$ cat config.mk
export PLATFORM = sky130hd
export DESIGN_NAME = gerador_flags
export DESIGN_NICKNAME = d
export VERILOG_FILES = /design/src/rtl/gerador_flags.sv
export SDC_FILE = /design/constraint.sdc
export NUM_CORES = 1
export LEC_CHECK = 0
export CAP_MARGIN = 15
export CORE_AREA = 2 2 39 41
export CTS_BUF_LIST = sky130_fd_sc_hd__clkbuf_4 sky130_fd_sc_hd__clkbuf_8
export DETAILED_ROUTE_END_ITERATION = 10
export DIE_AREA = 0 0 41 43
export PLACE_DENSITY = 0.74
export REMOVE_ABC_BUFFERS = 1
export SYNTH_ARGS = -nofsm -noshare
export SYNTH_HDL_FRONTEND = slang
export SYNTH_SLANG_ARGS = --single-unit
$ cat constraint.sdc
create_clock -name clock -period 0.9 [get_ports clock]
set_input_delay 0.18 -clock clock [delete_from_list [all_inputs] [get_ports clock]]
set_output_delay 0.18 -clock clock [all_outputs]
set_load 0.01 [all_outputs]
$ cat src/rtl/gerador_flags.sv
// gerador_flags: ALU status-flag register (z, c, s, o) with per-bit write mask.
// Define GERADOR_FLAGS_PILHA_EN to add the LIFO save stack used on
// interrupt entry (salva) and return (restaura). Without the macro,
// salva/restaura are ignored and nivel_pilha/erro_pilha stay at 0.
module gerador_flags #(
  parameter int unsigned LARGURA = 16,
  parameter int unsigned PROF    = 2
) (
  input  logic                         clock,
  input  logic                         reset,
  input  logic [LARGURA-1:0]           resultado,
  input  logic                         op_a_msb,
  input  logic                         op_b_msb,
  input  logic                         carry_alu,
  input  logic [1:0]                   tipo_op,
  input  logic                         atualiza,
  input  logic [3:0]                   mascara,
  input  logic                         salva,
  input  logic                         restaura,
  output logic [3:0]                   Flags,
  output logic                         flags_validos,
  output logic [$clog2(PROF+1)-1:0]    nivel_pilha,
  output logic                         erro_pilha
);

  localparam int unsigned NW = $clog2(PROF + 1);

  localparam logic [1:0] OP_LOGICA = 2'b00;
  localparam logic [1:0] OP_SOMA   = 2'b01;
  localparam logic [1:0] OP_SUB    = 2'b10;
  localparam logic [1:0] OP_DESLOC = 2'b11;

  logic [3:0] flags_q, flags_d;
  logic       validos_q, validos_d;
  logic       z_c, c_c, s_c, o_c;
  logic [3:0] novos_c;
  logic [3:0] atualizado_c;

  // Candidate flag values from the current ALU result; bit order {o, s, c, z}
  always_comb begin
    z_c = (resultado == '0);
    s_c = resultado[LARGURA-1];
    c_c = 1'b0;
    o_c = 1'b0;
    case (tipo_op)
      OP_SOMA: begin
        c_c = carry_alu;
        o_c = (op_a_msb == op_b_msb) && (s_c != op_a_msb);
      end
      OP_SUB: begin
        c_c = carry_alu;
        o_c = (op_a_msb != op_b_msb) && (s_c != op_a_msb);
      end
      OP_DESLOC: c_c = carry_alu;
      default:   c_c = 1'b0;
    endcase
    novos_c      = {o_c, s_c, c_c, z_c};
    atualizado_c = (flags_q & ~mascara) | (novos_c & mascara);
  end

`ifdef GERADOR_FLAGS_PILHA_EN

  logic [3:0]    pilha_q [PROF];
  logic [3:0]    pilha_d [PROF];
  logic [NW-1:0] nivel_q, nivel_d;
  logic          erro_q, erro_d;
  logic [3:0]    topo_c;

  // Next state: conflict > restore (pop wins over update) > push and/or update
  always_comb begin
    flags_d   = flags_q;
    validos_d = validos_q;
    nivel_d   = nivel_q;
    erro_d    = erro_q;
    pilha_d   = pilha_q;
    topo_c    = '0;
    for (int i = 0; i < int'(PROF); i++) begin
      if (nivel_q == NW'(i + 1)) topo_c = pilha_q[i];
    end
    if (salva && restaura) begin
      erro_d = 1'b1;
    end else if (restaura) begin
      if (nivel_q == '0) begin
        erro_d = 1'b1;
      end else begin
        flags_d   = topo_c;
        validos_d = 1'b1;
        nivel_d   = nivel_q - NW'(1);
      end
    end else begin
      if (salva) begin
        if (nivel_q == NW'(PROF)) begin
          erro_d = 1'b1;
        end else begin
          for (int i = 0; i < int'(PROF); i++) begin
            if (nivel_q == NW'(i)) pilha_d[i] = flags_q;
          end
          nivel_d = nivel_q + NW'(1);
        end
      end
      if (atualiza) begin
        flags_d   = atualizado_c;
        validos_d = 1'b1;
      end
    end
  end

  // Stack storage, level and sticky error
  always_ff @(posedge clock or posedge reset) begin
    if (reset) begin
      for (int i = 0; i < int'(PROF); i++) pilha_q[i] <= '0;
      nivel_q <= '0;
      erro_q  <= 1'b0;
    end else begin
      for (int i = 0; i < int'(PROF); i++) pilha_q[i] <= pilha_d[i];
      nivel_q <= nivel_d;
      erro_q  <= erro_d;
    end
  end

  assign nivel_pilha = nivel_q;
  assign erro_pilha  = erro_q;

`else

  logic unused_pilha;

  // Without the stack every strobed update is applied
  always_comb begin
    flags_d   = flags_q;
    validos_d = validos_q;
    if (atualiza) begin
      flags_d   = atualizado_c;
      validos_d = 1'b1;
    end
  end

  assign unused_pilha = salva ^ restaura;
  assign nivel_pilha  = '0;
  assign erro_pilha   = 1'b0;

`endif

  // Flag word and valid bit
  always_ff @(posedge clock or posedge reset) begin
    if (reset) begin
      flags_q   <= '0;
      validos_q <= 1'b0;
    end else begin
      flags_q   <= flags_d;
      validos_q <= validos_d;
    end
  end

  assign Flags         = flags_q;
  assign flags_validos = validos_q;

endmodule

==> key figures <==
Floorplanning
  – Initial core utilization: about 23%
  – Ports: 38
  – Die area: between 1500 and 2000 um2
  – Core Footprint: 1384 um2
  – Die W: 41 um
  – Row count: 14
  – Chip height: approximately 43 um

Clocking
  – Clock sink count: 5
  – Worst-case clock buffer depth: 2
  – Clock latency on the worst-skew pair: 0.25 ns
  – # hold bufs at CTS: 0
  – H-tree depth: 1
  – CTS tree: done
  – Root Buffer: clkbuf_4
  – Reg clk slew, reported paths: about 0.04 ns
  – CTS Buf Count: 3

Finish
  – Reg area: between 100 and 150 um2
  – Layout cells sized above 1: between 30% and 40%
  – Area of the multi-input gates: between 200 and 250 um2
  – Diode count: 0
  – Layout area overhead: 129.7%
  – Core Util, Final: 53.16%
  – Number of fill cells: between 100 and 150
  – Final nets: 107

Synth
  – Yosys warnings: 0
  – Register area share after synthesis: between 30% and 40%
  – Synth top area cells: dfrtp_1, ha_1, nor4_1
  – Area leader, netlist: dfrtp_1
  – Synth Flop Type: dfrtp_1
  – Count leader, synth: nand2_1
  – Post-synth EDFFs: 0
  – Synth cell count leaders: nand2_1, dfrtp_1, nor4_1, buf_4, inv_1
  – Post-synth cell types: 16
  – Mapped Cells: 35
  – Syn Area/Cell: about 9 um2
  – Post-synthesis register bit count: 5
  – Synthesized area: roughly 320 um2
  – Async set-reset flop share out of synthesis: 100.0%
  – Synth top area share: 39.06%

Setup path
  – Critical Path Slowest Stage Cell: dfrtp_1
  – Critical-path cell list: buf_2
  – Crit path DAT: between 0.7 and 0.8 ns
  – Critical path depth in cells: 1
  – Worst Path Class, Setup: flop to primary output
  – Data required, critical path: just over 0.7 ns
  – R2R Setup Slk: 0.04 ns
  – CP endpoint kind: primary output
  – Crit path to: Flags[0]
  – Critical path's top delay family: flip-flops
  – Critical-path maximum fanout: 2
  – Max stage delay on crit path: 0.37 ns
  – Startpoint Class: flop
  – WP buf/inv: 1
  – Cells on worst reg2reg path: 2

Timing
  – Max Clk Rate: 1.063 GHz
  – Max-slew violations: 0
  – Setup violators final: 5
  – Clock Skew: 0 ns
  – Fin crit share: 104.6%
  – Hold WS: 0.1336 ns
  – Final hold vios: 0
  – Fin worst setup slack: -0.04115 ns
  – Final min period: about 0.94 ns
  – RSZ-0062 raised after global routing: true

Routing
  – DRT Pass-1 Iters: 2
  – Routed WL: between 1 and 1.5 mm
  – Antenna violation net count after detailed routing: 0
  – Via count of the routed design: 413
  – DR iter-0 viols: 1
  – WL/cell: around 11 um
  – Vias per cell: about 4.6
  – DRC Markers: 0

Global route
  – Vias in the first global route: ~390
  – GRT Total Usage: 13.78%
  – Largest net degree at the start of global routing: 6
  – Initial antenna violation count: 0
  – Global route overflow: 0
  – First-pass GRT wire length: about 1.6 mm

Place
  – Routability cong.: 0.5265
  – Port-buffer cells: 32

Min path
  – Worst Hold Class: input pin to asynchronous set/reset pin

Run status
  – Violated checks: setup timing
  – Status: complete, but fails checks

Power and ir drop
  – PD cells: 1092 nW/um2
  – Leak: 0.3710 nW
  – VDD IR max: between 0.0003 and 0.0004 V

Flow run
  – Max-Cap Viols: 0
-- kinds of logic (layout without fill, tap and decap cells) --
kind of cell / Yosys count / after routing / share of synthesized area [%]
AND/OR/NAND/NOR: 15 / 15 / 25.39
buffers and inverters: 6 / 43 / 10.55
flip-flops: 5 / 5 / 39.06
multiplexers: 3 / 3 / 10.16
adder cells (fa/ha/maj): 2 / 2 / 7.811
AO/OA/AOI/OAI: 2 / 2 / 3.122
other: 1 / 3 / 1.171
XOR/XNOR: 1 / 1 / 2.735
-- layout by cell type, fill, tap and decap left out, drive strengths merged --
master         Yosys  routed
inv                3       3
mux2               2       2
conb               1       3
dlygate4sd2        0      12
clkbuf             0       4
dfrtp              5       5
nor4               4       4
nand2b             1       1
nand3b             2       2
ha                 2       2
clkdlybuf4s50      0       9
nand2              6       6
dlymetal6s2s       0       4
o21ai              2       2
or2                1       1
buf                3      11
mux2i              1       1
nand4              1       1
xnor2              1       1
-- timing repair --
item	4_1_cts	5_1_grt
setup endpoints to repair	9	7
gates resized for setup	49	7
buffers inserted	2	1
gates cloned	0	0
pin swaps	9	6
-- worst min path at each step --
stage	startpoint	to	slack, ns	depth (start not counted)
finish	reset	flags_validos	0.13	2
global route	reset	flags_validos	0.17	2
CTS	reset	flags_validos	0.14	2
detailed placement	reset	flags_validos	0.39	2
global placement	reset	flags_validos	0.40	2
floorplan	reset	asynchronous set/reset pin	-0.04	1
-- area by class of cell --
type                       count  area share, %
tap                           16          2.721
clock buffer                   4          4.082
multi-input combinational     26          31.29
sequential                     5          17.01
inverter                       3          1.531
timing repair buffer          36          43.37
-- layer usage --
| metal | track usage (%) | vias up | wire, um | part of all wire [%] |
|---|---|---|---|---|
| met5 | 0 | - | 0 | 0 |
| met4 | 12.00 | 0 | 38 | 3.7 |
| met3 | 2.618 | 5 | 112 | 11 |
| met2 | 21.88 | 23 | 571 | 56 |
| met1 | 14.24 | 194 | 300 | 29 |
| li1 | - | 191 | - | - |
-- stage by stage --
step	power, W	area (um2)	TNS [ns]	worst slack, ns	cells
after detailed placement	0.0004843	653.1	-2.698	-0.6644	83
after floorplan	0.0003161	305.3	-0.1392	-0.1392	34
final	0.0008034	735.7	-0.1704	-0.04115	90
after CTS	0.0007843	703.2	-0.1685	-0.04245	89
after global placement	0.0004800	653.1	-2.581	-0.6240	83
after global routing	0.0008515	735.7	-0.3102	-0.07279	90
-- report_power, final --
group	total [W]	internal (W)	switching (W)
clock	0.000302	0.000198	0.000104
combinational	0.000250	0.000160	0.0000891
sequential	0.000252	0.000243	0.00000860
total	0.000803	0.000602	0.000202
Note: power is estimated with default switching activity, not from simulation.
